===== src/rtl/sccb_target.sv =====
// sccb_target: SCCB/I2C target that decodes register writes (and optionally
// reads) from an SCCB initiator. It oversamples sioc/siod with clk and emits
// one-cycle write strobes toward an external register file.
//
// Optional feature macro: SCCB_TARGET_READ_EN
//   defined   -> ID with R/W=1 is ACKed; the read states drive rd_data out.
//   undefined -> ID with R/W=1 is ignored like a foreign ID; rd_data is unused.
//
// Ports:
//   clk, rst_n    system clock, asynchronous active-low reset
//   sioc, siod_i  SCCB clock and data pin inputs
//   siod_oe       1 pulls the data pad low (open drain)
//   wr_valid      one-cycle write strobe, with wr_addr / wr_data
//   rd_addr       register pointer (read address, also write pointer)
//   rd_data       register file data, valid 1 clk after rd_addr changes
//   busy          high from an accepted START until STOP or ID mismatch
module sccb_target #(
    parameter logic [7:0]  SID        = 8'h60,
    parameter int unsigned FILTER_LEN = 3
) (
    input  logic       clk,
    input  logic       rst_n,
    input  logic       sioc,
    input  logic       siod_i,
    output logic       siod_oe,
    output logic       wr_valid,
    output logic [7:0] wr_addr,
    output logic [7:0] wr_data,
    output logic [7:0] rd_addr,
    input  logic [7:0] rd_data,
    output logic       busy
);

    localparam int unsigned FCNT_W = 4;
    localparam int unsigned BCNT_W = 4;
    localparam logic [FCNT_W-1:0] FILT_MAX  = FCNT_W'(FILTER_LEN - 1);
    localparam logic [BCNT_W-1:0] LAST_BIT  = BCNT_W'(7);
`ifdef SCCB_TARGET_READ_EN
    localparam logic [BCNT_W-1:0] BYTE_DONE = BCNT_W'(8);
    localparam logic [BCNT_W-1:0] ACK_SEEN  = BCNT_W'(1);
`endif

    typedef enum logic [3:0] {
        IDLE,
        ID,
        ID_ACK,
        ADDR,
        ADDR_ACK,
        DATA,
        DATA_ACK,
`ifdef SCCB_TARGET_READ_EN
        RD_BYTE,
        RD_ACK,
`endif
        IGNORE
    } state_t;

    // Input conditioning state
    logic [1:0]        scl_sync_q, scl_sync_d;
    logic [1:0]        sda_sync_q, sda_sync_d;
    logic [FCNT_W-1:0] scl_cnt_q, scl_cnt_d;
    logic [FCNT_W-1:0] sda_cnt_q, sda_cnt_d;
    logic              scl_q, scl_d;
    logic              sda_q, sda_d;
    logic              scl_prev_q, sda_prev_q;

    // Protocol state
    state_t            state_q, state_d;
    logic [BCNT_W-1:0] bcnt_q, bcnt_d;
    logic [6:0]        shift_q, shift_d;
    logic              oe_q, oe_d;
    logic              wr_valid_q, wr_valid_d;
    logic [7:0]        wr_addr_q, wr_addr_d;
    logic [7:0]        wr_data_q, wr_data_d;
    logic [7:0]        rd_addr_q, rd_addr_d;
    logic              busy_q, busy_d;
`ifdef SCCB_TARGET_READ_EN
    logic              rw_q, rw_d;
`endif

    logic       scl_rise_c, scl_fall_c, start_c, stop_c, id_ok_c;
    logic [7:0] byte_c;

    // Synchronizers and stability filters: a level is accepted once the
    // synchronized input has differed from it for FILTER_LEN cycles.
    always_comb begin
        scl_sync_d = {scl_sync_q[0], sioc};
        sda_sync_d = {sda_sync_q[0], siod_i};
        scl_cnt_d  = '0;
        sda_cnt_d  = '0;
        scl_d      = scl_q;
        sda_d      = sda_q;
        if (scl_sync_q[1] != scl_q) begin
            if (scl_cnt_q >= FILT_MAX) scl_d = scl_sync_q[1];
            else                       scl_cnt_d = scl_cnt_q + 1'b1;
        end
        if (sda_sync_q[1] != sda_q) begin
            if (sda_cnt_q >= FILT_MAX) sda_d = sda_sync_q[1];
            else                       sda_cnt_d = sda_cnt_q + 1'b1;
        end
    end

    always_ff @(posedge clk or negedge rst_n) begin
        if (!rst_n) begin
            scl_sync_q <= 2'b11;
            sda_sync_q <= 2'b11;
            scl_cnt_q  <= '0;
            sda_cnt_q  <= '0;
            scl_q      <= 1'b1;
            sda_q      <= 1'b1;
            scl_prev_q <= 1'b1;
            sda_prev_q <= 1'b1;
        end else begin
            scl_sync_q <= scl_sync_d;
            sda_sync_q <= sda_sync_d;
            scl_cnt_q  <= scl_cnt_d;
            sda_cnt_q  <= sda_cnt_d;
            scl_q      <= scl_d;
            sda_q      <= sda_d;
            scl_prev_q <= scl_q;
            sda_prev_q <= sda_q;
        end
    end

    // Bus events from the filtered levels
    assign scl_rise_c = scl_q & ~scl_prev_q;
    assign scl_fall_c = ~scl_q & scl_prev_q;
    assign start_c    = scl_q & scl_prev_q & sda_prev_q & ~sda_q;
    assign stop_c     = scl_q & scl_prev_q & ~sda_prev_q & sda_q;
    assign byte_c     = {shift_q, sda_q};

`ifdef SCCB_TARGET_READ_EN
    assign id_ok_c = (byte_c[7:1] == SID[7:1]);
`else
    assign id_ok_c = (byte_c[7:1] == SID[7:1]) && !byte_c[0];
    logic unused_rd_data;
    assign unused_rd_data = ^rd_data;
`endif

    // Protocol FSM. In the ACK states oe_q tells the two falling edges apart:
    // the first starts driving the ACK, the second ends the ACK bit.
    always_comb begin
        state_d    = state_q;
        bcnt_d     = bcnt_q;
        shift_d    = shift_q;
        oe_d       = oe_q;
        wr_valid_d = 1'b0;
        wr_addr_d  = wr_addr_q;
        wr_data_d  = wr_data_q;
        rd_addr_d  = rd_addr_q;
        busy_d     = busy_q;
`ifdef SCCB_TARGET_READ_EN
        rw_d       = rw_q;
`endif
        if (stop_c) begin
            state_d = IDLE;
            busy_d  = 1'b0;
            oe_d    = 1'b0;
            bcnt_d  = '0;
        end else if (start_c) begin
            state_d = ID;
            busy_d  = 1'b1;
            oe_d    = 1'b0;
            bcnt_d  = '0;
        end else begin
            unique case (state_q)
                IDLE, IGNORE: begin
                    oe_d = 1'b0;
                end
                ID, ADDR, DATA: begin
                    if (scl_rise_c) begin
                        shift_d = byte_c[6:0];
                        bcnt_d  = bcnt_q + 1'b1;
                        if (bcnt_q == LAST_BIT) begin
                            bcnt_d = '0;
                            if (state_q == ID) begin
`ifdef SCCB_TARGET_READ_EN
                                rw_d = byte_c[0];
`endif
                                if (id_ok_c) begin
                                    state_d = ID_ACK;
                                end else begin
                                    state_d = IGNORE;
                                    busy_d  = 1'b0;
                                end
                            end else if (state_q == ADDR) begin
                                rd_addr_d = byte_c;
                                state_d   = ADDR_ACK;
                            end else begin
                                wr_valid_d = 1'b1;
                                wr_addr_d  = rd_addr_q;
                                wr_data_d  = byte_c;
                                rd_addr_d  = rd_addr_q + 8'd1;
                                state_d    = DATA_ACK;
                            end
                        end
                    end
                end
                ID_ACK, ADDR_ACK, DATA_ACK: begin
                    if (scl_fall_c) begin
                        if (!oe_q) begin
                            oe_d = 1'b1;
                        end else begin
                            oe_d   = 1'b0;
                            bcnt_d = '0;
                            if (state_q == ID_ACK) begin
                                state_d = ADDR;
`ifdef SCCB_TARGET_READ_EN
                                if (rw_q) begin
                                    state_d = RD_BYTE;
                                    shift_d = rd_data[6:0];
                                    oe_d    = ~rd_data[7];
                                end
`endif
                            end else begin
                                state_d = DATA;
                            end
                        end
                    end
                end
`ifdef SCCB_TARGET_READ_EN
                RD_BYTE: begin
                    if (scl_rise_c) begin
                        bcnt_d = bcnt_q + 1'b1;
                    end else if (scl_fall_c) begin
                        if (bcnt_q == BYTE_DONE) begin
                            oe_d    = 1'b0;
                            bcnt_d  = '0;
                            state_d = RD_ACK;
                        end else begin
                            oe_d    = ~shift_q[6];
                            shift_d = {shift_q[5:0], 1'b0};
                        end
                    end
                end
                RD_ACK: begin
                    // bcnt=1 marks an ACK seen; the next byte loads on the fall
                    if (scl_rise_c) begin
                        if (!sda_q) begin
                            rd_addr_d = rd_addr_q + 8'd1;
                            bcnt_d    = ACK_SEEN;
                        end else begin
                            state_d = IGNORE;
                        end
                    end else if (scl_fall_c && bcnt_q == ACK_SEEN) begin
                        shift_d = rd_data[6:0];
                        oe_d    = ~rd_data[7];
                        bcnt_d  = '0;
                        state_d = RD_BYTE;
                    end
                end
`endif
                default: begin
                    state_d = IDLE;
                    oe_d    = 1'b0;
                end
            endcase
        end
    end

    always_ff @(posedge clk or negedge rst_n) begin
        if (!rst_n) begin
            state_q    <= IDLE;
            bcnt_q     <= '0;
            shift_q    <= '0;
            oe_q       <= 1'b0;
            wr_valid_q <= 1'b0;
            wr_addr_q  <= '0;
            wr_data_q  <= '0;
            rd_addr_q  <= '0;
            busy_q     <= 1'b0;
`ifdef SCCB_TARGET_READ_EN
            rw_q       <= 1'b0;
`endif
        end else begin
            state_q    <= state_d;
            bcnt_q     <= bcnt_d;
            shift_q    <= shift_d;
            oe_q       <= oe_d;
            wr_valid_q <= wr_valid_d;
            wr_addr_q  <= wr_addr_d;
            wr_data_q  <= wr_data_d;
            rd_addr_q  <= rd_addr_d;
            busy_q     <= busy_d;
`ifdef SCCB_TARGET_READ_EN
            rw_q       <= rw_d;
`endif
        end
    end

    assign siod_oe  = oe_q;
    assign wr_valid = wr_valid_q;
    assign wr_addr  = wr_addr_q;
    assign wr_data  = wr_data_q;
    assign rd_addr  = rd_addr_q;
    assign busy     = busy_q;

endmodule


===== config.mk =====
export PLATFORM = sky130hd
export DESIGN_NAME = sccb_target
export DESIGN_NICKNAME = d
export VERILOG_FILES = /design/src/rtl/sccb_target.sv
export SDC_FILE = /design/constraint.sdc
export NUM_CORES = 1
export LEC_CHECK = 0
export ABC_AREA = 0
export BUFFER_PORTS_ARGS = -buffer_cell sky130_fd_sc_hd__buf_2
export CAP_MARGIN = 20
export CORE_MARGIN = 8
export CORE_UTILIZATION = 25
export DETAILED_ROUTE_END_ITERATION = 8
export PLACE_DENSITY = 0.42
export SETUP_SLACK_MARGIN = 0.2
export SYNTH_ARGS = -nofsm -noshare
export SYNTH_HDL_FRONTEND = slang
export SYNTH_SLANG_ARGS = --single-unit

===== constraint.sdc =====
create_clock -name clk -period 5.6 [get_ports clk]
set_input_delay 1.12 -clock clk [delete_from_list [all_inputs] [get_ports clk]]
set_output_delay 1.12 -clock clk [all_outputs]
set_load 0.01 [all_outputs]

Yosys cells after proc, flatten, opt, wreduce, memory -nomap -nowiden
Index checks and enable logic that the tools add are counted.

word-level totals
  register bits = 58
  output and inout port bits = 27
  logic and storage cells = 118

cells by class
  add/subtract/negate cells = 4
  $lt $le $gt $ge = 2
  eq/ne operators = 18
  mux-type cells = 42
  bitwise logic cells = 15
  reductions and logical operators = 20

operators by type and width
  kind                                                                   number
  4-bit 2-to-1 mux                                                       17
  4-bit by 3-bit equality test with 1-bit output, second input constant  5
  1-bit 2-to-1 mux                                                       18
  4-bit inequality test, second input constant                           4
  4-bit by 1-bit adder with 4-bit output, second input constant          3
  4-bit one-hot mux with 3 select lines                                  1
  3-bit nonzero test                                                     4
  5-bit AND reduction                                                    2
  3-bit inequality test, second input constant                           3
  8-bit by 1-bit adder with 8-bit output, second input constant          1
  4-bit by 2-bit equality test with 1-bit output, second input constant  2
  4-bit by 2-bit >= comparator with 1-bit output, second input constant  2
  8-bit 2-to-1 mux                                                       1
  1-bit NOT                                                              8
  4-bit one-hot mux with 2 select lines                                  1
  4-bit AND reduction                                                    2
  1-bit bitwise AND                                                      7
  7-bit by 6-bit equality test with 1-bit output, second input constant  1
  7-bit AND reduction                                                    1
  3-bit 2-to-1 mux                                                       2
  2-bit AND reduction                                                    3
  6-bit AND reduction                                                    1
  3-bit OR reduction                                                     2
  4-bit by 1-bit equality test with 1-bit output, second input constant  1
  other kinds (8)                                                        9

Longest topological paths before layout
  depth in word-level cells = 9
  depth in mapped cells = 6

Worst setup path after synthesis
Ideal clock, no wire load.

  kind = register -> register
  start = reg scl_q
  end = reg wr_addr_q[6] (netlist: wr_addr[6])
  library setup time = 125 ps
  arrival time = 1683 ps
  data required time = 5475 ps
  path slack = 3792 ps
  cell stages (with the launch flop) = 6
  buffers on the path = 2
  cell sequence = dfstp_2 -> buf_6 -> nand3b_4 -> nor4_4 -> buf_8 -> mux2_4

between the ends
  cells in the longest elaborated chain, start to end = 5
  elaborated cells on any way between the ends = 9
  classes of those cells = 8 x bitwise; 1 x reduce/logical

RTL lines
  item                                                       RTL line  RTL
  from (decl)                                                63        logic scl_q, scl_d;
  from (signal assigned)                                     118       scl_q <= scl_d;
  1-bit bitwise AND                                          128, 129
  1-bit bitwise AND, on equally long branches (2 in series)  129, 128
  1-bit NOT (no line)                                        --
  7-bit AND reduction (no line) (*)                          --
  to (signal assigned)                                       281       wr_addr_q <= wr_addr_d;
  to (decl)                                                  73        logic [7:0] wr_addr_q, wr_addr_d;

Mark *: on every way between the ends. The rest lies on a longest branch, timed or not.
A chain may end at the register's enable or synchronous reset.

Worst setup path after layout
  start = reg rd_addr_q[4] (netlist: rd_addr[4])
  end = out rd_addr[4]

RTL lines
  item                    RTL line  RTL
  from (decl)             75        logic [7:0] rd_addr_q, rd_addr_d;
  from (signal assigned)  283       rd_addr_q <= rd_addr_d;
  to (decl)               29        output logic [7:0] rd_addr,

No word-level cell between the ends.

==> out/results.tsv <==
metric	value	unit
hold_path_class	flip-flop to flip-flop	
timing.rr.end	shift_q[1]$_DFFE_PN0P_	
place.port_buffers	30	
post-route-util	0.300	
cts_tree	built	
endpoint_kind	output pin	
endpoint	rd_addr[4]	
dr.pass1.iters	4	
vias	1786	
arrival	1.04	ns
ios	39	
cellPowerDensity	357	nW/µm²
synth_area_leaders	dfrtp_1, dfstp_2, mux2_2, mux2_4, ha_1	
cts_sinks	57	
cp_slowest_cell	dfrtp_1	
dieHeight	118	µm
yosysTopAreaCell	dfrtp_1	
hold_buffers	0	
grt_pass1_wl	9160	µm
period_minus_slack	2.16	ns
clock_skew	0.00848	ns
r2r_cells	3	
cp-startpoint	rd_addr[4]$_DFFE_PN0P_	
finalWirelength	5560	µm
setup_tns	0	ns
synth_seq_cells	57	
start_kind	flip-flop	
timing.fmax	463	MHz
numCtsBuffers	9	
syn-cell-area	2620	µm²
setup_viol	0	
cap_viol_max_count	0	
track_usage	0.0825	
synth.top_cell.area_share	0.468	
die_area	14000	µm²
timing.final.crit_share	0.385	
h-tree-depth	3	
nets	269	
cp_top_family	flip-flops	
r2r_slack	3.51	ns
cts_root_buf	clkbuf_8	
antenna_cells	0	
synth_area_per_cell	12.1	µm²
area_growth	17.0	%
place_congestion	0.766	
die_width	118	µm
cp_max_fo	8	
drc	0	
rsz0062_at_grt	false	
relSlewSlack	0.338	
crit_type	flip-flop to output pin	
crit_required	4.48	ns
post_cts_buffers	0	
core_area	10200	µm²
via_per_inst	4.56	
dp.cells	376	
hold_viol_final	0	
cts_buffer_depth	2	
crit_chain	buf_2	
ys_seq_area_frac	0.548	
synth_cells	217	
leakage	1.47	nW
clk_pin_slew	0.07	ns
post_cts_resize_count	0	
r2r-start	scl_q$_DFFE_PN1P_	
synthDistinctLibCells	49	
synth-edff-count	0	
placed_cell_area	2890	µm²
gr-total-overflow	0	
most-common-layout-cells	dfrtp_1, buf_2, mux2_2, nand2_1, a21oi_1	
design_area	3070	µm²
tightest_slew	0.993	ns
drv_slew	0	
first_global_vias	1777	
ant_nets	0	
start_util	0.256	
drt_iter0_drc	103	
ir_drop	111	µV
drive_gt1_frac	0.336	
dp_hpwl	3700	µm
antenna_found_initial	0	
clock_latency	0.34	ns
final_common_cell	dfrtp_1	
path_buf_inv	1	
num_rows	37	
crit_cells	1	
wl_per_cell	14.2	µm
ys.flop_type	dfrtp_1	
grt_max_degree	58	
finalNonFillerCells	392	
status	finished clean	
ys_async_sr_fraction	1.00	
slowest_delay	0.50	ns
synth_warnings	0	
-- worst min-delay path by stage --
| stage | startpoint | to | slack, ns | cells past startpoint |
|---|---|---|---|---|
| 2_1_floorplan | scl_sync_q[0]$_DFF_PN1_ | scl_sync_q[1]$_DFF_PN1_ | 0.35 | 0 |
| 3_3_place_gp | sda_sync_q[0]$_DFF_PN1_ | sda_sync_q[1]$_DFF_PN1_ | 0.35 | 0 |
| 3_5_place_dp | sda_sync_q[0]$_DFF_PN1_ | sda_sync_q[1]$_DFF_PN1_ | 0.35 | 0 |
| 4_1_cts | sda_sync_q[0]$_DFF_PN1_ | sda_sync_q[1]$_DFF_PN1_ | 0.36 | 0 |
| 5_1_grt | sda_sync_q[0]$_DFF_PN1_ | sda_sync_q[1]$_DFF_PN1_ | 0.36 | 0 |
| 6_report | sda_sync_q[0]$_DFF_PN1_ | sda_sync_q[1]$_DFF_PN1_ | 0.36 | 0 |
-- where the power goes --
| group | leakage [nW] | total, mW | internal [mW] | switching, mW |
|---|---|---|---|---|
| Clock | 0.0891 | 0.342 | 0.171 | 0.171 |
| Combinational | 0.643 | 0.187 | 0.0916 | 0.0953 |
| Sequential | 0.738 | 0.566 | 0.479 | 0.0871 |
-- layout make-up --
| class | count | area, µm² |
|---|---|---|
| clock buffers | 11 | 141 |
| inverters | 7 | 26.3 |
| multi-input cells | 144 | 1090 |
| fillers | 1032 | 7170 |
| repair buffers | 32 | 165 |
| well taps | 136 | 170 |
| flip-flops and latches | 57 | 1440 |
| clock inverters | 5 | 31.3 |
-- metrics by stage --
| step | hold slack, ns | setup slack [ns] | power (mW) |
|---|---|---|---|
| after CTS | 0.356 | 3.44 | 1.12 |
| after global placement | 0.345 | 3.49 | 0.762 |
| final | 0.357 | 3.44 | 1.09 |
| after floorplan | 0.345 | 3.79 | 0.705 |
| after global routing | 0.363 | 3.36 | 1.17 |
| after detailed placement | 0.347 | 3.48 | 0.765 |
-- synthesized netlist by cell type (2+ instances only) --
| library cell | n |
|---|---|
| a31oi_1 | 4 |
| nor2_1 | 11 |
| nand4_1 | 3 |
| xor2_1 | 4 |
| buf_2 | 5 |
| a2bb2oi_1 | 2 |
| nor4_1 | 3 |
| dfrtp_1 | 49 |
| nor3_1 | 4 |
| clkbuf_1 | 2 |
| mux2_2 | 16 |
| mux2_4 | 9 |
| a21oi_1 | 12 |
| nand2_1 | 12 |
| and3b_1 | 4 |
| and3_1 | 6 |
| dfstp_2 | 8 |
| nand3_1 | 11 |
| a22oi_1 | 2 |
| o21ai_0 | 9 |
| inv_1 | 6 |
| nand4b_1 | 2 |
| nand3b_1 | 2 |
| ha_1 | 6 |
-- layer usage --
metal	up-vias	GRT usage	wire (µm)
li1	865	-	-
met1	862	0.109	2880
met2	45	0.113	2300
met3	14	0.0233	216
met4	0	0.0593	164
met5	-	0	0
-- flip-flops by register name (all words and copies together), names as in the netlist, 2 cells and up --
name and flops:
shift_q 7, sda_sync_q 2, state_q 3, rd_addr 8, scl_cnt_q 4, wr_data 8
scl_sync_q 2, sda_cnt_q 4, wr_addr 8, bcnt_q 4
-- kinds of logic after synthesis --
logic type	Yosys count	share of synthesized area
AND/OR/NAND/NOR	65	0.146
flip-flops	57	0.548
AO/OA/AOI/OAI	41	0.103
multiplexers	26	0.124
buffers and inverters	17	0.0353
adder cells (fa/ha/maj)	6	0.0287
XOR/XNOR	4	0.0134
other	1	0.00143
Note: power is estimated with default switching activity, not from simulation.
